<file path="src/rtl/uart_pkg.sv">
// Shared definitions for the UART transmitter and its tick generator.
package uart_pkg;

    localparam int MIN_DATA_BITS  = 5;
    localparam int MAX_DATA_BITS  = 9;
    localparam int MIN_BREAK_BITS = 2;

    typedef enum logic [2:0] {
        PAR_NONE  = 3'd0,
        PAR_EVEN  = 3'd1,
        PAR_ODD   = 3'd2,
        PAR_MARK  = 3'd3,
        PAR_SPACE = 3'd4
    } parity_e;

    typedef enum logic [1:0] {
        STOP_1     = 2'd0,
        STOP_1P5   = 2'd1,
        STOP_2     = 2'd2,
        STOP_2_ALT = 2'd3
    } stop_e;

    typedef enum logic [2:0] {
        ST_IDLE   = 3'd0,
        ST_START  = 3'd1,
        ST_DATA   = 3'd2,
        ST_PARITY = 3'd3,
        ST_STOP   = 3'd4,
        ST_BREAK  = 3'd5,
        ST_GUARD  = 3'd6
    } uart_state_e;

    // Character length actually used for a requested length.
    function automatic logic [3:0] clamp_data_bits(input logic [3:0] req,
                                                   input logic [3:0] max_bits);
        if (req < 4'(MIN_DATA_BITS)) begin
            return 4'(MIN_DATA_BITS);
        end else if (req > max_bits) begin
            return max_bits;
        end else begin
            return req;
        end
    endfunction

endpackage

</file>
<file path="src/rtl/uart_tx_gen_if.sv">
// Host-side port bundle of the UART transmitter.
//
// Handshake: a character moves on a rising CLK edge where iVALID and oREADY
// are both high. oREADY is a function of transmitter state and iBREAK only,
// never of iVALID, so a source may wait for oREADY before raising iVALID or
// hold iVALID high and let the transmitter take the character when it can.
// Configuration inputs are sampled together with iDATA at that edge.
interface uart_tx_gen_if #(
    parameter int MAX_DATA_WIDTH = 9,
    parameter int DIV_WIDTH      = 16
) ();
    import uart_pkg::*;

    logic [DIV_WIDTH-1:0]      iBAUD_DIV;
    logic [3:0]                iDATA_BITS;
    logic [2:0]                iPARITY_MODE;
    logic [1:0]                iSTOP_BITS;
    logic                      iBREAK;
    logic                      iVALID;
    logic [MAX_DATA_WIDTH-1:0] iDATA;
    logic                      oREADY;
    logic                      oUART_TX;
    logic                      oBUSY;
    logic                      oDONE;
    uart_state_e               oSTATE;

    modport master (
        output iBAUD_DIV, iDATA_BITS, iPARITY_MODE, iSTOP_BITS, iBREAK, iVALID, iDATA,
        input  oREADY, oUART_TX, oBUSY, oDONE, oSTATE
    );

    modport slave (
        input  iBAUD_DIV, iDATA_BITS, iPARITY_MODE, iSTOP_BITS, iBREAK, iVALID, iDATA,
        output oREADY, oUART_TX, oBUSY, oDONE, oSTATE
    );

endinterface

</file>
<file path="src/rtl/uart_baud_tick.sv">
// Oversampling tick generator: one-cycle pulse every iDIV+1 clocks.
// Held at phase zero while iCLEAR is high so the first tick after release
// arrives exactly iDIV+1 clocks later.
module uart_baud_tick #(
    parameter int DIV_WIDTH = 16
) (
    input  logic                 CLK,
    input  logic                 RST,
    input  logic                 iCLEAR,
    input  logic [DIV_WIDTH-1:0] iDIV,
    output logic                 oTICK
);

    logic [DIV_WIDTH-1:0] cnt_q;
    logic [DIV_WIDTH-1:0] cnt_d;
    logic                 wrap;

    assign wrap  = (cnt_q == iDIV);
    assign oTICK = wrap && !iCLEAR;

    // Next divider phase: wrap at iDIV, restart on clear.
    always_comb begin
        cnt_d = cnt_q + 1'b1;
        if (iCLEAR || wrap) begin
            cnt_d = '0;
        end
    end

    // Divider phase register.
    always_ff @(posedge CLK) begin
        if (RST) begin
            cnt_q <= '0;
        end else begin
            cnt_q <= cnt_d;
        end
    end

endmodule

</file>
<file path="src/rtl/uart_tx_gen.sv">
// UART transmitter: configurable character length, parity, stop length and
// baud divider, with break generation. All line-side outputs are registered.
module uart_tx_gen
    import uart_pkg::*;
#(
    parameter int MAX_DATA_WIDTH = 9,
    parameter int OVER_SAMPLING  = 16,
    parameter int DIV_WIDTH      = 16
) (
    input  logic         CLK,
    input  logic         RST,
    uart_tx_gen_if.slave bus
);

    // Tick counter spans up to two bit times (2 stop bits, minimum break).
    localparam int TW = $clog2(OVER_SAMPLING * 2);
    localparam logic [TW-1:0] T_BIT = TW'(OVER_SAMPLING - 1);
    localparam logic [TW-1:0] T_1P5 = TW'((OVER_SAMPLING * 3) / 2 - 1);
    localparam logic [TW-1:0] T_2   = TW'(OVER_SAMPLING * 2 - 1);
    localparam logic [TW-1:0] T_BRK = TW'(OVER_SAMPLING * MIN_BREAK_BITS - 1);
    localparam logic [3:0] NB_MAX = (MAX_DATA_WIDTH > MAX_DATA_BITS) ?
                                    4'(MAX_DATA_BITS) : 4'(MAX_DATA_WIDTH);

    uart_state_e               state_q;
    logic                      tx_q;
    logic                      ready_q;
    logic                      busy_q;
    logic                      done_q;
    logic [MAX_DATA_WIDTH-1:0] sh_q;
    logic                      par_q;
    logic [3:0]                nbits_q;
    parity_e                   pmode_q;
    stop_e                     stop_q;
    logic [DIV_WIDTH-1:0]      div_q;
    logic [TW-1:0]             tick_cnt_q;
    logic [3:0]                bit_cnt_q;

    logic          tick;
    logic [TW-1:0] bit_tgt;
    logic          bit_end;
    logic          par_bit;

    // Divider runs only while a frame or break is active, so each one starts
    // on a fresh tick phase.
    uart_baud_tick #(
        .DIV_WIDTH(DIV_WIDTH)
    ) u_tick (
        .CLK   (CLK),
        .RST   (RST),
        .iCLEAR(state_q == ST_IDLE),
        .iDIV  (div_q),
        .oTICK (tick)
    );

    // Last tick index of the current line element.
    always_comb begin
        bit_tgt = T_BIT;
        if (state_q == ST_STOP) begin
            case (stop_q)
                STOP_1:   bit_tgt = T_BIT;
                STOP_1P5: bit_tgt = T_1P5;
                default:  bit_tgt = T_2;
            endcase
        end else if (state_q == ST_BREAK) begin
            bit_tgt = T_BRK;
        end
    end

    assign bit_end = tick && (tick_cnt_q == bit_tgt);

    // Parity bit from the running XOR of the transmitted data bits.
    always_comb begin
        case (pmode_q)
            PAR_EVEN: par_bit = par_q;
            PAR_ODD:  par_bit = ~par_q;
            PAR_MARK: par_bit = 1'b1;
            default:  par_bit = 1'b0;
        endcase
    end

    // Frame/break sequencer with registered line and status outputs.
    always_ff @(posedge CLK) begin
        if (RST) begin
            state_q    <= ST_IDLE;
            tx_q       <= 1'b1;
            ready_q    <= 1'b0;
            busy_q     <= 1'b0;
            done_q     <= 1'b0;
            sh_q       <= '0;
            par_q      <= 1'b0;
            nbits_q    <= 4'd8;
            pmode_q    <= PAR_NONE;
            stop_q     <= STOP_1;
            div_q      <= '0;
            tick_cnt_q <= '0;
            bit_cnt_q  <= '0;
        end else begin
            done_q <= 1'b0;
            if (tick && state_q != ST_BREAK) begin
                tick_cnt_q <= bit_end ? '0 : tick_cnt_q + 1'b1;
            end
            case (state_q)
                ST_IDLE: begin
                    tick_cnt_q <= '0;
                    bit_cnt_q  <= '0;
                    if (bus.iBREAK) begin
                        state_q <= ST_BREAK;
                        tx_q    <= 1'b0;
                        busy_q  <= 1'b1;
                        ready_q <= 1'b0;
                        div_q   <= bus.iBAUD_DIV;
                    end else if (bus.iVALID && ready_q) begin
                        state_q <= ST_START;
                        tx_q    <= 1'b0;
                        busy_q  <= 1'b1;
                        ready_q <= 1'b0;
                        div_q   <= bus.iBAUD_DIV;
                        sh_q    <= bus.iDATA;
                        par_q   <= 1'b0;
                        nbits_q <= clamp_data_bits(bus.iDATA_BITS, NB_MAX);
                        pmode_q <= (bus.iPARITY_MODE > 3'd4) ? PAR_NONE
                                                             : parity_e'(bus.iPARITY_MODE);
                        stop_q  <= stop_e'(bus.iSTOP_BITS);
                    end else begin
                        ready_q <= 1'b1;
                    end
                end
                ST_START: begin
                    if (bit_end) begin
                        state_q   <= ST_DATA;
                        tx_q      <= sh_q[0];
                        par_q     <= sh_q[0];
                        sh_q      <= sh_q >> 1;
                        bit_cnt_q <= 4'd1;
                    end
                end
                ST_DATA: begin
                    if (bit_end) begin
                        if (bit_cnt_q == nbits_q) begin
                            if (pmode_q != PAR_NONE) begin
                                state_q <= ST_PARITY;
                                tx_q    <= par_bit;
                            end else begin
                                state_q <= ST_STOP;
                                tx_q    <= 1'b1;
                            end
                        end else begin
                            tx_q      <= sh_q[0];
                            par_q     <= par_q ^ sh_q[0];
                            sh_q      <= sh_q >> 1;
                            bit_cnt_q <= bit_cnt_q + 1'b1;
                        end
                    end
                end
                ST_PARITY: begin
                    if (bit_end) begin
                        state_q <= ST_STOP;
                        tx_q    <= 1'b1;
                    end
                end
                ST_STOP: begin
                    if (bit_end) begin
                        state_q <= ST_IDLE;
                        tx_q    <= 1'b1;
                        busy_q  <= 1'b0;
                        done_q  <= 1'b1;
                        ready_q <= 1'b1;
                    end
                end
                ST_BREAK: begin
                    // Count to the minimum length, then hold there until released.
                    if (tick && tick_cnt_q != T_BRK) begin
                        tick_cnt_q <= tick_cnt_q + 1'b1;
                    end
                    if (bit_end && !bus.iBREAK) begin
                        state_q    <= ST_GUARD;
                        tx_q       <= 1'b1;
                        tick_cnt_q <= '0;
                    end
                end
                ST_GUARD: begin
                    if (bit_end) begin
                        state_q <= ST_IDLE;
                        busy_q  <= 1'b0;
                        ready_q <= 1'b1;
                    end
                end
                default: begin
                    state_q <= ST_IDLE;
                    tx_q    <= 1'b1;
                    busy_q  <= 1'b0;
                    ready_q <= 1'b0;
                end
            endcase
        end
    end

    assign bus.oREADY   = ready_q && (state_q == ST_IDLE) && !bus.iBREAK;
    assign bus.oUART_TX = tx_q;
    assign bus.oBUSY    = busy_q;
    assign bus.oDONE    = done_q;
    assign bus.oSTATE   = state_q;

endmodule

</file>
<file path="src/flat_wrapper.sv">
// flat-port wrapper written by rule: the top's interface ports become plain ports
module uart_tx_gen_flat import uart_pkg::*;
#(
    parameter int MAX_DATA_WIDTH = 9,
    parameter int OVER_SAMPLING  = 16,
    parameter int DIV_WIDTH      = 16
)
  (CLK, RST, bus_iBAUD_DIV, bus_iDATA_BITS, bus_iPARITY_MODE, bus_iSTOP_BITS, bus_iBREAK, bus_iVALID, bus_iDATA, bus_oREADY, bus_oUART_TX, bus_oBUSY, bus_oDONE, bus_oSTATE);
  uart_tx_gen_if #(.MAX_DATA_WIDTH(MAX_DATA_WIDTH), .DIV_WIDTH(DIV_WIDTH)) bus_i ();
  input  logic CLK;
  input  logic RST;
  input wire logic [$bits(bus_i.iBAUD_DIV)-1:0] bus_iBAUD_DIV;
  input wire logic [$bits(bus_i.iDATA_BITS)-1:0] bus_iDATA_BITS;
  input wire logic [$bits(bus_i.iPARITY_MODE)-1:0] bus_iPARITY_MODE;
  input wire logic [$bits(bus_i.iSTOP_BITS)-1:0] bus_iSTOP_BITS;
  input wire logic [$bits(bus_i.iBREAK)-1:0] bus_iBREAK;
  input wire logic [$bits(bus_i.iVALID)-1:0] bus_iVALID;
  input wire logic [$bits(bus_i.iDATA)-1:0] bus_iDATA;
  output wire logic [$bits(bus_i.oREADY)-1:0] bus_oREADY;
  output wire logic [$bits(bus_i.oUART_TX)-1:0] bus_oUART_TX;
  output wire logic [$bits(bus_i.oBUSY)-1:0] bus_oBUSY;
  output wire logic [$bits(bus_i.oDONE)-1:0] bus_oDONE;
  output wire logic [$bits(bus_i.oSTATE)-1:0] bus_oSTATE;
  assign bus_i.iBAUD_DIV = bus_iBAUD_DIV;
  assign bus_i.iDATA_BITS = bus_iDATA_BITS;
  assign bus_i.iPARITY_MODE = bus_iPARITY_MODE;
  assign bus_i.iSTOP_BITS = bus_iSTOP_BITS;
  assign bus_i.iBREAK = bus_iBREAK;
  assign bus_i.iVALID = bus_iVALID;
  assign bus_i.iDATA = bus_iDATA;
  assign bus_oREADY = bus_i.oREADY;
  assign bus_oUART_TX = bus_i.oUART_TX;
  assign bus_oBUSY = bus_i.oBUSY;
  assign bus_oDONE = bus_i.oDONE;
  assign bus_oSTATE = bus_i.oSTATE;
  uart_tx_gen #(.MAX_DATA_WIDTH(MAX_DATA_WIDTH), .OVER_SAMPLING(OVER_SAMPLING), .DIV_WIDTH(DIV_WIDTH)) u_core (.CLK(CLK), .RST(RST), .bus(bus_i));
endmodule
</file>
<file path="config.mk">
export PLATFORM = sky130hd
export DESIGN_NAME = uart_tx_gen_flat
export DESIGN_NICKNAME = d
export VERILOG_FILES = /design/src/rtl/uart_pkg.sv /design/src/rtl/uart_tx_gen_if.sv /design/src/rtl/uart_baud_tick.sv /design/src/rtl/uart_tx_gen.sv /design/src/flat_wrapper.sv
export SDC_FILE = /design/constraint.sdc
export NUM_CORES = 1
export LEC_CHECK = 0
export CAP_MARGIN = 20
export CORE_UTILIZATION = 49
export DETAILED_ROUTE_END_ITERATION = 10
export PLACE_DENSITY = 0.75
export SYNTH_ARGS = -nofsm -noshare
export SYNTH_HDL_FRONTEND = slang
export SYNTH_SLANG_ARGS = --single-unit
</file>
<file path="constraint.sdc">
create_clock -name CLK -period 2.6 [get_ports CLK]
set_input_delay 0.39 -clock CLK [delete_from_list [all_inputs] [get_ports CLK]]
set_output_delay 0.39 -clock CLK [all_outputs]
set_load 0.01 [all_outputs]
</file>
* Word level (Yosys, flattened, before mapping)
Cells that the tools add are included.
Storage, ports and cells: bits of input ports 38, output and inout port bits 7, word-level logic and storage cells 136, register bits 67
Operators by class: equal/unequal tests 26, order comparisons 3, add/subtract/negate cells 3, muxes and demuxes 55, reduce and logical (&&, ||, !) cells 29, bitwise operators 6
Operators with widths (number):
- two-way mux 9 bit | 5
- two-way mux 16 bit | 2
- two-way mux 3 bit | 10
- two-way mux 5 bit | 6
- one-hot mux 9 bit (3 select lines) | 1
- two-way mux 4 bit | 5
- one-hot mux 5 bit (2 select lines) | 2
- one-hot mux 3 bit (6 select lines) | 1
- two-way mux 1 bit | 17
- adder 16 x 1 -> 16 bit (second input constant) | 1
- == test 16 bit | 1
- != test 2 x 1 -> 1 bit (second input constant) | 7
- == test 3 x 2 -> 1 bit (second input constant) | 4
- one-hot mux 1 bit (3 select lines) | 4
- one-hot mux 4 bit (3 select lines) | 1
- AND reduction 6 bit | 2
- == test 3 bit (second input constant) | 3
- logical AND 1 bit | 8
- OR reduction 2 bit | 4
- AND reduction 7 bit | 1
- == test 3 x 1 -> 1 bit (second input constant) | 2
- != test 2 bit (second input constant) | 3
- one-hot mux 1 bit (6 select lines) | 1
- AND reduction 3 bit | 2
- 22 further kinds | 29

* Longest topological paths before layout
Gate-level depths: netlist (run 1).
depth in word-level cells 10, depth in mapped cells 9, gate-level depth less buffers 8

* Cells and area by module
From an unflattened synthesis (run 1), not the netlist that was laid out.
Second synthesis, totals: cells, all modules 420, area total of the unflattened synthesis 3512.1 um^2
Modules (own cells, without submodules):
- uart_tx_gen | times used 1, area an instance 2593.7 um^2, sequential area each 1021.0 um^2, cells each 317
- uart_baud_tick | times used 1, area an instance 918.4 um^2, sequential area each 320.3 um^2, cells each 103

* Least setup slack after synthesis (run 1)
OpenSTA, ideal clock, no wires.
kind register to register, start register u_core.state_q[0], in the netlist u_core.bus.oSTATE[0], end register u_core.tick_cnt_q[1], buffers on the path 2, stages on the path, launching flop included 10, arrival time 2495 ps, required time 2472 ps, setup time 128 ps, path slack -22 ps, clock period less this slack 2622 ps, path through dfxtp_1 > or2_1 > buf_2 > or4_4 > a2111oi_4 > nand2_2 > buf_6 > o311a_1 > a22oi_1 > nor2_1
On the way: word-level cells in the longest chain between the ends 10, elaborated cells on any way between the ends 18, classes of those cells 4 x eq/ne; 7 x mux; 7 x reduce/logical
Ends and longest elaborated chain:
- from (decl) | RTL line uart_tx_gen.sv:24 | uart_state_e state_q;
- from (signal assigned) | RTL line uart_tx_gen.sv:84 | state_q <= ST_IDLE;
- from (signal assigned) | RTL line uart_tx_gen.sv:107 | state_q <= ST_BREAK;
- from (signal assigned) | RTL line uart_tx_gen.sv:113 | state_q <= ST_START;
- == test 3 bit | RTL line uart_tx_gen.sv:64, uart_tx_gen.sv:102
- two-way mux 5 bit | RTL line uart_tx_gen.sv:64 | end else if (state_q == ST_BREAK) begin
- two-way mux 5 bit | RTL line uart_tx_gen.sv:58 | if (state_q == ST_STOP) begin
- == test 5 bit | RTL line uart_tx_gen.sv:69 | assign bit_end = tick && (tick_cnt_q == bit_tgt);
- logical AND 1 bit | RTL line uart_tx_gen.sv:69
- two-way mux 5 bit | RTL line uart_tx_gen.sv:100 | tick_cnt_q <= bit_end ? '0 : tick_cnt_q + 1'b1;
- two-way mux 5 bit | RTL line uart_tx_gen.sv:99 | if (tick && state_q != ST_BREAK) begin
- two-way mux 5 bit | RTL line uart_tx_gen.sv:172 | if (tick && tick_cnt_q != T_BRK) begin
- two-way mux 5 bit | RTL line uart_tx_gen.sv:175 | if (bit_end && !bus.iBREAK) begin
- one-hot mux 5 bit (2 select lines) (*) | RTL line uart_tx_gen.sv:102 | case (state_q)
- to (signal assigned) | RTL line uart_tx_gen.sv:100
- to (signal assigned) | RTL line uart_tx_gen.sv:173 | tick_cnt_q <= tick_cnt_q + 1'b1;
- to (decl) | RTL line uart_tx_gen.sv:35 | logic [TW-1:0] tick_cnt_q;
Mark *: on every way between the ends. The rest lies on a longest branch, timed or not. A chain may end at the register's enable or synchronous reset.

* Worst setup path after layout (run 1)
start register u_core.state_q[0], in the netlist u_core.bus.oSTATE[0], end register u_core.sh_q[2]
On the way: word-level cells in the longest chain between the ends 7, elaborated cells on any way between the ends 19, classes of those cells 10 x eq/ne; 3 x mux; 6 x reduce/logical
Ends and longest elaborated chain:
- == test 3 bit | RTL line uart_tx_gen.sv:64
- two-way mux 5 bit | RTL line uart_tx_gen.sv:64
- two-way mux 5 bit | RTL line uart_tx_gen.sv:58
- == test 5 bit | RTL line uart_tx_gen.sv:69
- logical AND 1 bit | RTL line uart_tx_gen.sv:69
- != test 2 x 1 -> 1 bit (no source line)
- AND reduction 6 bit (no source line)
- to (signal assigned) | RTL line uart_tx_gen.sv:118 | sh_q <= bus.iDATA;
- to (signal assigned) | RTL line uart_tx_gen.sv:133 | sh_q <= sh_q >> 1;
- to (signal assigned) | RTL line uart_tx_gen.sv:150 | sh_q <= sh_q >> 1;
- to (decl) | RTL line uart_tx_gen.sv:29 | logic [MAX_DATA_WIDTH-1:0] sh_q;
Several ways; a longest one is shown, not always the timed one.

==> results of run 1 <==
[cell type report]
type / count / area share (%)
Multi-Input combinational cell: 326 / 45.72
Clock buffer: 10 / 3.335
Clock inverter: 6 / 2.153
Timing Repair Buffer: 59 / 13.58
Tap cell: 77 / 2.335
Sequential cell: 67 / 32.50
Inverter: 4 / 0.3639
[placed cells by master (no fill, tap or decap), types with 2 or more instances in the layout]
cell,n
a22oi_1,3
inv_1,3
nand3_1,17
nand4_1,9
or3_1,2
xnor2_1,26
nor4_1,3
clkbuf_8,10
clkdlybuf4s50_1,43
a2111oi_0,2
dfxtp_1,67
ha_1,4
nor2_1,55
clkinvlp_4,2
nor4_2,2
nor2b_1,2
xor2_1,9
buf_4,14
nand2_1,77
and3_1,4
bufinv_16,2
nor3_2,2
mux2i_1,10
a311oi_1,4
o21a_1,2
a31oi_1,4
nand3b_1,2
o21ai_0,10
nor3_1,10
a211oi_1,8
nand2b_1,4
a21oi_1,37
[power by group through the flow]
stage | Combinational, µW | Clock (µW) | Sequential (µW)
6_report | 1480 | 975 | 1280
3_3_place_gp | 1410 | 0 | 1300
2_1_floorplan | 975 | 0 | 1290
4_1_cts | 1450 | 987 | 1280
5_1_grt | 1630 | 1040 | 1300
3_5_place_dp | 1440 | 0 | 1300
[how the worst min path moves through the flow]
stage,start,to
detailed placement,u_core.nbits_q[3],u_core.nbits_q[3]
floorplan,u_core.nbits_q[3],u_core.nbits_q[3]
finish,u_core.nbits_q[3],u_core.nbits_q[3]
CTS,u_core.nbits_q[3],u_core.nbits_q[3]
global route,u_core.nbits_q[3],u_core.nbits_q[3]
global placement,u_core.nbits_q[3],u_core.nbits_q[3]
[stage by stage]
stage	hold slack (ns)	utilization (%)	setup TNS, ns	instances
floorplan	0.4349	-	0	418
global placement	0.4469	59.80	0	531
detailed placement	0.4481	59.80	0	531
CTS	0.4596	63.31	0	547
global route	0.4855	63.89	-0.01107	549
finish	0.4563	63.89	0	549
[routing by layer]
metal	track usage, %	part of all wire [%]
met4	9.861	2.5
met2	39.79	50
met3	5.605	5.6
met1	28.59	42
met5	0	0
[sequential cells by signal, indices dropped and copies added, names as in the netlist]
signal,flops
u_core.tick_cnt_q,5
u_core.stop_q,2
u_core.ready_q,1
u_core.div_q,16
u_core.bus.oBUSY,1
u_core.nbits_q,4
u_core.bus.oSTATE,3
u_core.pmode_q,3
u_core.bus.oDONE,1
u_core.sh_q,9
u_core.par_q,1
u_core.u_tick.cnt_q,16
u_core.bit_cnt_q,4
u_core.bus.oUART_TX,1
[worst register-to-register path, delay by kind of cell, from the launching register on]
kind	cells	cell delay, ns
flip-flops	1	0.31
AO/OA/AOI/OAI	3	0.73
AND/OR/NAND/NOR	4	0.96
buffers and inverters	2	0.37
[kinds of logic (layout without fill, tap and decap cells)]
logic type,Yosys count,after routing,synth area share (%)
adder cells (fa/ha/maj),5,5,1.804
flip-flops,67,67,40.29
AND/OR/NAND/NOR,194,194,26.34
AO/OA/AOI/OAI,82,82,16.01
buffers and inverters,25,79,3.344
multiplexers,10,10,3.007
XOR/XNOR,35,35,9.207
[repair_timing]
| item | in CTS | in global routing |
|---|---|---|
| buffers inserted | 0 | 2 |
| gates resized for setup | 0 | 2 |
| endpoints found under the setup margin | 0 | 6 |
==> impl_results.md, run 1 <==
- Run status: complete, but fails checks
- Failing checks: design-rule violations
- Total CTS buffers: 9
- CTS tree: built
- Most numerous cell types in the synthesized netlist: nand2_1, dfxtp_1, nor2_1
- Pin count of the biggest net entering global routing: 34
- Die ar.: 7128 µm²
- Worst setup SP type: flop
- PD cells: 904.6 nW/µm²
- Internal power consumption: 2351 µW
- Summed area of non-filler cells in the final layout: 4126 µm²
- Max stage delay on crit path: 0.50 ns
- Half-perimeter wire length of the detailed placement result: 5522 µm
- Buffer levels on the longest clock path: 2
- #FFs+latches synth: 67
- I/O pin count: 45
- Starting density of the core: 51.55%
- Total via count after detailed routing: 3,098
- Master cell of the clock root buffer: clkbuf_8
- Post-DP Area: 3862 µm²
- Fin. max-slew vios: 0
- FF-to-FF path depth: 9
- Die height: 84.43 µm
- Final setup vio count: 0
- Area inside the core boundary: 6459 µm²
- Critical path capture point: u_core.sh_q[2]
- CP max FO: 6
- Worst slew pin tran: 0.6982 ns
- Maximum capacitance violations: 0
- Post-Synthesis Net Count: 460
- Fill cell total of the finished layout: 566
- Share of the synthesized area in the top cell type: 40.29%
- Number of standard-cell rows in the floorplan: 29
- Sequential element share of the synthesized area: 40.29%
- Gpl congestion: 0.8635
- Worst endpoint data arrival time: 2.71 ns
- Flop2flop setup slack: 0.14 ns
- LEAKAGE: 0.001457 µW
- Clk_lat worst skew: 0.34 ns
- Endpoint of the most critical register-to-register path: u_core.sh_q[2]
- Leftover overflow at the end of global routing: 0
- DRC violation total after the first TritonRoute iteration: 188
- Total number of H-tree levels: 3
- Tmin final: 2.456 ns
- Crit path max-delay cell type: or4_4
- Worst ir drop on vdd: 0.0005969 V
- Wire length per cell after detailed routing: 14.21 µm
- Remaining design rule violation count: 3
- Setup skew after layout: 0.006102 ns
- Data required time of the critical path: 2.86 ns
- Avg Inst Size Synth: 7.965 µm²
- Largest delay contributor family on the critical path: simple AND/OR/NAND/NOR gates
- Power Total: 3733 µW
- Share of total power in combinational logic: 39.6%
- Critical path depth in cells: 9
- Depth of the worst hold-timing path: 2
- Switch share: 37.03%
- DRT Wirelength: 7803 µm
- Antenna-violating nets left: 0
- Achievable frequency: 407.1 MHz
- Total routing usage reported by global routing: 23.45%
- Number of detailed-routing iterations run before antenna repair: 7
- Die Wd: 84.43 µm
- Number of vias per cell after detailed routing: 5.643
- Mapped cell area: 3329 µm²
- Reg-to-Reg Start: u_core.bus.oSTATE[0]
- Total inserted antenna cells: 0
- Post-synth top flop: dfxtp_1
- Via count of the first global-routing pass: 2,979
- Most repeated cell in the gate-level netlist after synthesis: nand2_1
- Area growth syn-to-layout: 23.94%
- Distinct cell type count after synthesis: 50
- Critical path startpoint: u_core.bus.oSTATE[0]
- Final period util: 94.48%
- Part of the total power dissipated in sequential elements: 34.3%
- Post-synth EDFFs: 0
- Share of synthesized flip-flops with an asynchronous set or reset: 0%
- Buffers & Inverters on Critical Path: 2
- Number of endpoints with negative hold slack in the final report: 0
- Number of warning messages in the yosys log: 0
- Number of buffers added to fix hold violations after cts: 0
- Critical Path, Cell by Cell: or2_1 -> or4_4 -> a2111oi_4 -> buf_4 -> a31oi_1 -> nor2_4 -> buf_4 -> nor2_1 -> a211oi_1
- Post-placement worst setup slack: 0.1798 ns
- Worst hold path type: reg2reg
- Rel. slew slack: 52.25%
- Setup WS post-layout: 0.1436 ns
- Wire length of the first global-routing pass: 13,390 µm
- NetSw: 1382 µW
- Clock transition at the register clock pins on the worst setup and hold paths after CTS: 0.07 ns
- Element type at the critical path end: flop
- Sink Count: 67
- Number of buffers inserted by port buffering: 44
- Number of antenna violations at the first check in global routing: 0
- Ratio of cells with drive above 1 in the final layout: 9.110%
- Synthesized instance count: 418
- Cell taking the most area after synthesis: dfxtp_1
- Sequential cell area in the final layout: 1341 µm²
- Final Net Count: 509
- Most common cell type on the critical path: buf_4
- Top area cells in the synthesized netlist: dfxtp_1, nand2_1, xnor2_1
- WS Path Type: reg2reg
- Clock network fraction of total power: 26.1%
- Multi-input gate area: 1887 µm²
Note: power is estimated with default switching activity, not from simulation.
==> inputs of run 2 (changes only) <==
- GPL_TIMING_DRIVEN: unset -> 0
- MAX_ROUTING_LAYER: unset -> met4
==> impl_results.md, run 2 (same netlist as run 1, synthesis figures left out) <==
- Clk_lat worst skew: 0.35 ns
- Most common cell after layout, fill and taps aside: nand2_1
- FF-to-FF path depth: 10
- Ratio of cells with drive above 1 in the final layout: 9.691%
- Met2 Wirelength: 4183 µm
- Maximum capacitance violations: 0
- Die height: 84.43 µm
- Critical path startpoint: u_core.bus.oSTATE[2]
- PD cells: 905.9 nW/µm²
- Master cell of the clock root buffer: clkbuf_8
- Final setup vio count: 0
- DRT met1 WL: 3542 µm
- Number of endpoints with negative hold slack in the final report: 0
- Most common cell type on the critical path: buf_4
- Gpl congestion: 0.8949
- Top layer in use: met4
- CP max FO: 10
- Routed length on met3: 451 µm
- NetSw: 1411 µW
- Flop2flop setup slack: 0.09 ns
- Setup skew after layout: 0.01028 ns
- Buffers & Inverters on Critical Path: 4
- Failing checks: design-rule violations
- Reg-to-Reg Start: u_core.bus.oSTATE[2]
- Number of detailed-routing iterations run before antenna repair: 9
- Largest delay contributor family on the critical path: compound AO/OA/AOI/OAI gates
- Part of the total power dissipated in sequential elements: 33.7%
- Summed area of non-filler cells in the final layout: 4205 µm²
- Achievable frequency: 398.0 MHz
- Pin count of the biggest net entering global routing: 12
- DRT Wirelength: 8390 µm
- Antenna-violating nets left: 0
- Critical Path, Cell by Cell: clkbuf_4 -> clkinvlp_4 -> nor4_1 -> a2111oi_4 -> buf_4 -> buf_4 -> a21boi_1 -> o221a_2 -> nor2_1 -> o32ai_1
- Worst slew pin tran: 1.001 ns
- Leftover overflow at the end of global routing: 0
- Internal power consumption: 2398 µW
- Tmin final: 2.512 ns
- Buffer levels on the longest clock path: 2
- Area inside the core boundary: 6459 µm²
- Fin. max-slew vios: 0
- Crit path max-delay cell type: nor4_1
- Total inserted antenna cells: 0
- Highest-count cells in the layout ignoring fill and taps: nand2_1, dfxtp_1, nor2_1
- Post-layout util: 65.11%
- Element type at the critical path end: flop
- Number of antenna violations at the first check in global routing: 0
- Die ar.: 7128 µm²
- Total CTS buffers: 9
- Starting density of the core: 51.55%
- Worst ir drop on vdd: 0.0004522 V
- I/O pin count: 45
- Wire length of the first global-routing pass: 14,040 µm
- Worst hold path type: reg2reg
- Number of standard-cell rows in the floorplan: 29
- Total routing usage reported by global routing: 25.59%
- Via count of the first global-routing pass: 3,111
- Number of buffers inserted by port buffering: 42
- Final Hold Slack: 0.4692 ns
- Number of vias per cell after detailed routing: 5.639
- Clock transition at the register clock pins on the worst setup and hold paths after CTS: 0.07 ns
- Sink Count: 67
- Largest registers in the final layout: u_core.div_q x16, u_core.u_tick.cnt_q x16, u_core.sh_q x9
- Wire length per cell after detailed routing: 14.93 µm
- Switch share: 37.05%
- Data required time of the critical path: 2.84 ns
- Critical path capture point: u_core.bus.oSTATE[2]
- Endpoint of the most critical register-to-register path: u_core.bus.oSTATE[2]
- Die Wd: 84.43 µm
- DRC violation total after the first TritonRoute iteration: 208
- CTS tree: built
- Run status: complete, but fails checks
- Critical path depth in cells: 10
- Remaining design rule violation count: 3
- Area growth syn-to-layout: 26.31%
- Half-perimeter wire length of the detailed placement result: 5906 µm
- Number of buffers added to fix hold violations after cts: 0
- Clock network fraction of total power: 27.3%
- Power Total: 3809 µW
- Max stage delay on crit path: 0.49 ns
- Final period util: 96.63%
- LEAKAGE: 0.001466 µW
- Final Net Count: 522
- Post-DP Area: 3846 µm²
- Total number of H-tree levels: 3
- WS Path Type: reg2reg
- Worst setup SP type: flop
- Share of total power in combinational logic: 39.1%
- Rel. slew slack: 33.25%
- Total via count after detailed routing: 3,169
- Fill cell total of the finished layout: 568
- Worst endpoint data arrival time: 2.75 ns
[run 2: final cells by class]
class                           instances  area [µm²]  share of cell area (%)
Multi-Input combinational cell        326        1908                   45.37
Clock inverter                          3       67.56                   1.607
Tap cell                               77       96.34                   2.291
Clock buffer                           13       178.9                   4.255
Sequential cell                        67        1345                   31.98
Inverter                                4       18.77                  0.4463
Timing Repair Buffer                   52       495.5                   11.78
Buffer                                 20       95.09                   2.261
[run 2: power groups by stage]
stage                     sequential [µW]  combinational [µW]  clock [µW]
after floorplan                      1290                 975           0
after global placement               1300                1350           0
after detailed placement             1310                1360           0
after CTS                            1280                1420        1050
after global routing                 1300                1650        1100
final                                1280                1490        1040
[run 2: repair_timing]
item                                    in CTS  in global routing
resized for setup                            4                 11
pin swaps                                    5                  5
cloned                                       0                  0
setup buffers                                6                  4
endpoints found under the setup margin      32                 44
[run 2: worst reg2reg max path, delay by kind of cell (launching register included)]
family	cells	cell delay, ns
buf+inv	4	0.73
flops	1	0.33
compound gates	4	0.79
simple gates	2	0.56
[run 2: routing by layer]
metal	track usage [%]	vias to the layer above
met3	7.080	28
met2	43.52	101
met4	8.475	0
li1	-	1574
met1	29.19	1466
met5	-	-
[run 2: worst min-delay path by stage]
stage / start / endpoint / slack, ns / cells past startpoint
after CTS: u_core.nbits_q[3] / u_core.nbits_q[3] / 0.47 / 2
after global routing: u_core.nbits_q[3] / u_core.nbits_q[3] / 0.48 / 2
final: u_core.nbits_q[3] / u_core.nbits_q[3] / 0.47 / 2
after detailed placement: u_core.nbits_q[3] / u_core.nbits_q[3] / 0.46 / 2
after global placement: u_core.nbits_q[3] / u_core.nbits_q[3] / 0.45 / 2
after floorplan: u_core.nbits_q[3] / u_core.nbits_q[3] / 0.43 / 2
[run 2: per-stage QoR]
stage	TNS, ns	setup slack, ns	cells
after global placement	-4.369	-0.2275	537
after global routing	-0.01059	-0.01059	562
after floorplan	0	0.03111	418
final	0	0.08756	562
after CTS	0	0.009926	558
after detailed placement	-4.915	-0.2519	537
==> inputs of run 3 (changes only) <==
- CORE_UTILIZATION: 49 -> 40
- PLACE_DENSITY: 0.75 -> unset
- SKIP_LAST_GASP: unset -> 1
==> impl_results.md, run 3 (same netlist as run 1, synthesis figures left out) <==
- Run status: completed
- Part of the total power dissipated in sequential elements: 32.4%
- CTS tree: built
- Final period util: 95.73%
- Total CTS buffers: 9
- Number of buffers inserted by port buffering: 42
- Switch share: 37.77%
- Final Net Count: 526
- Ratio of cells with drive above 1 in the final layout: 10.22%
- Gpl congestion: 0.9100
- Total via count after detailed routing: 3,149
- Wire length per cell after detailed routing: 14.56 µm
- Post-placement worst setup slack: -0.3170 ns
- Rel. slew slack: 35.07%
- Total inserted antenna cells: 0
- Number of endpoints with negative hold slack in the final report: 0
- Final cell count without fillers: 591
- Number of buffers added to fix hold violations after cts: 0
- Max stage delay on crit path: 0.50 ns
- Final setup vio count: 0
- Internal power consumption: 2460 µW
- Antenna-violating nets left: 0
- Via count of the first global-routing pass: 2,927
- Worst endpoint data arrival time: 2.76 ns
- Area growth syn-to-layout: 28.64%
- Die Wd: 93.24 µm
- Worst slew pin tran: 0.9740 ns
- Fill cell total of the finished layout: 725
- Clock network fraction of total power: 27.3%
- Buffer levels on the longest clock path: 2
- TNS Setup: 0 ns
- Number of vias per cell after detailed routing: 5.328
- Wire length of the first global-routing pass: 13,970 µm
- Setup repair after global routing missed its margin: true
- DRT Wirelength: 8604 µm
- Most common cell after layout, fill and taps aside: nand2_1
- Crit path max-delay cell type: or4_4
- Fin. max-slew vios: 0
- Die height: 93.24 µm
- Setup skew after layout: 0.01260 ns
- WS Path Type: reg2reg
- LEAKAGE: 0.001486 µW
- Largest delay contributor family on the critical path: simple AND/OR/NAND/NOR gates
- Number of standard-cell rows in the floorplan: 32
- Critical Path, Cell by Cell: or2_4 -> or4_4 -> a2111oi_4 -> buf_4 -> buf_4 -> a31oi_1 -> nor2_4 -> buf_6 -> nor2_1 -> a211oi_2
- Most common cell type on the critical path: buf_4
- Total number of H-tree levels: 3
- Half-perimeter wire length of the detailed placement result: 6122 µm
- Number of cells after detailed placement: 562
- Achievable frequency: 401.8 MHz
- Number of antenna violations at the first check in global routing: 0
- Maximum capacitance violations: 0
- Die ar.: 8693 µm²
- CP max FO: 10
- I/O pin count: 45
- Number of detailed-routing iterations run before antenna repair: 5
- Pin count of the biggest net entering global routing: 14
- Worst hold path type: reg2reg
- NetSw: 1493 µW
- PD cells: 922.9 nW/µm²
- Post-layout util: 54.30%
- Share of total power in combinational logic: 40.3%
- Clock transition at the register clock pins on the worst setup and hold paths after CTS: 0.07 ns
- Starting density of the core: 42.21%
- Area inside the core boundary: 7888 µm²
- Tmin final: 2.489 ns
- Largest registers in the final layout: u_core.div_q x16, u_core.u_tick.cnt_q x16, u_core.sh_q x9
- Remaining design rule violation count: 0
- Sink Count: 67
- Highest-count cells in the layout ignoring fill and taps: nand2_1, dfxtp_1, nor2_1
- Setup WS post-layout: 0.1109 ns
- Leftover overflow at the end of global routing: 0
- Total routing usage reported by global routing: 21.55%
- Worst setup SP type: flop
- Buffers & Inverters on Critical Path: 3
- DRC violation total after the first TritonRoute iteration: 221
- Data required time of the critical path: 2.87 ns
- Worst ir drop on vdd: 0.0004711 V
- Clk_lat worst skew: 0.36 ns
- Master cell of the clock root buffer: clkbuf_8
- Element type at the critical path end: flop
run 3: cell types whose count changed in the layout (fill, tap and decap cells not counted), moves of 2 or more:
cell	before	now
clkbuf_8	13	9
inv_6	0	2
nor3_2	3	1
o21ai_1	3	1
buf_4	10	12
run 3: tightest hold or removal path, stage by stage, from the launching register on:
cell and delay [ns]:
dfxtp_1 0.32, nand2_1 0.05, nand2_1 0.04
run 3: worst paths after layout:
| kind | from | end | slack (ns) | depth (start not counted) |
|---|---|---|---|---|
| setup / recovery | u_core.bus.oSTATE[0] | u_core.sh_q[7] | 0.11 | 10 |
| hold / removal | u_core.nbits_q[3] | u_core.nbits_q[3] | 0.46 | 2 |
| setup reg to reg | u_core.bus.oSTATE[0] | u_core.sh_q[7] | 0.11 | 10 |
| hold reg to reg | u_core.nbits_q[3] | u_core.nbits_q[3] | 0.46 | 2 |
run 3: power by group through the flow:
stage | combinational [µW] | sequential, µW | clock (µW)
4_1_cts | 1450 | 1280 | 1100
3_3_place_gp | 1380 | 1310 | 0
2_1_floorplan | 975 | 1290 | 0
3_5_place_dp | 1390 | 1310 | 0
6_report | 1590 | 1280 | 1080
5_1_grt | 1750 | 1300 | 1150
run 3: area by class of cell:
class	instances	area [µm²]	area share, %
plain buffers	20	93.84	2.191
clock buffers	9	123.9	2.892
clock inverters	7	123.9	2.892
inverters	4	18.77	0.4382
multi-input cells	326	1912	44.64
flip-flops and latches	67	1345	31.41
well taps	102	127.6	2.980
repair buffers	56	538.0	12.56
run 3: metal layers:
layer	track usage [%]	vias up	wire length [µm]
li1	-	1579	-
met1	26.33	1472	3822
met2	33.70	81	4100
met3	5.447	17	453
met4	9.359	0	229
met5	-	-	0
run 3: through the flow:
step,power [µW],area (µm²),hold WS (ns)
after floorplan,2269,3329,0.4349
after global placement,2690,3877,0.4460
after detailed placement,2697,3877,0.4528
after CTS,3834,4185,0.4644
after global routing,4197,4283,0.4986
final,3953,4283,0.4619
run 3: what timing repair did:
item                       CTS  global route
resized for setup            4             8
buffers inserted             5             8
pin swaps                    4             4
setup endpoints to repair   33            40
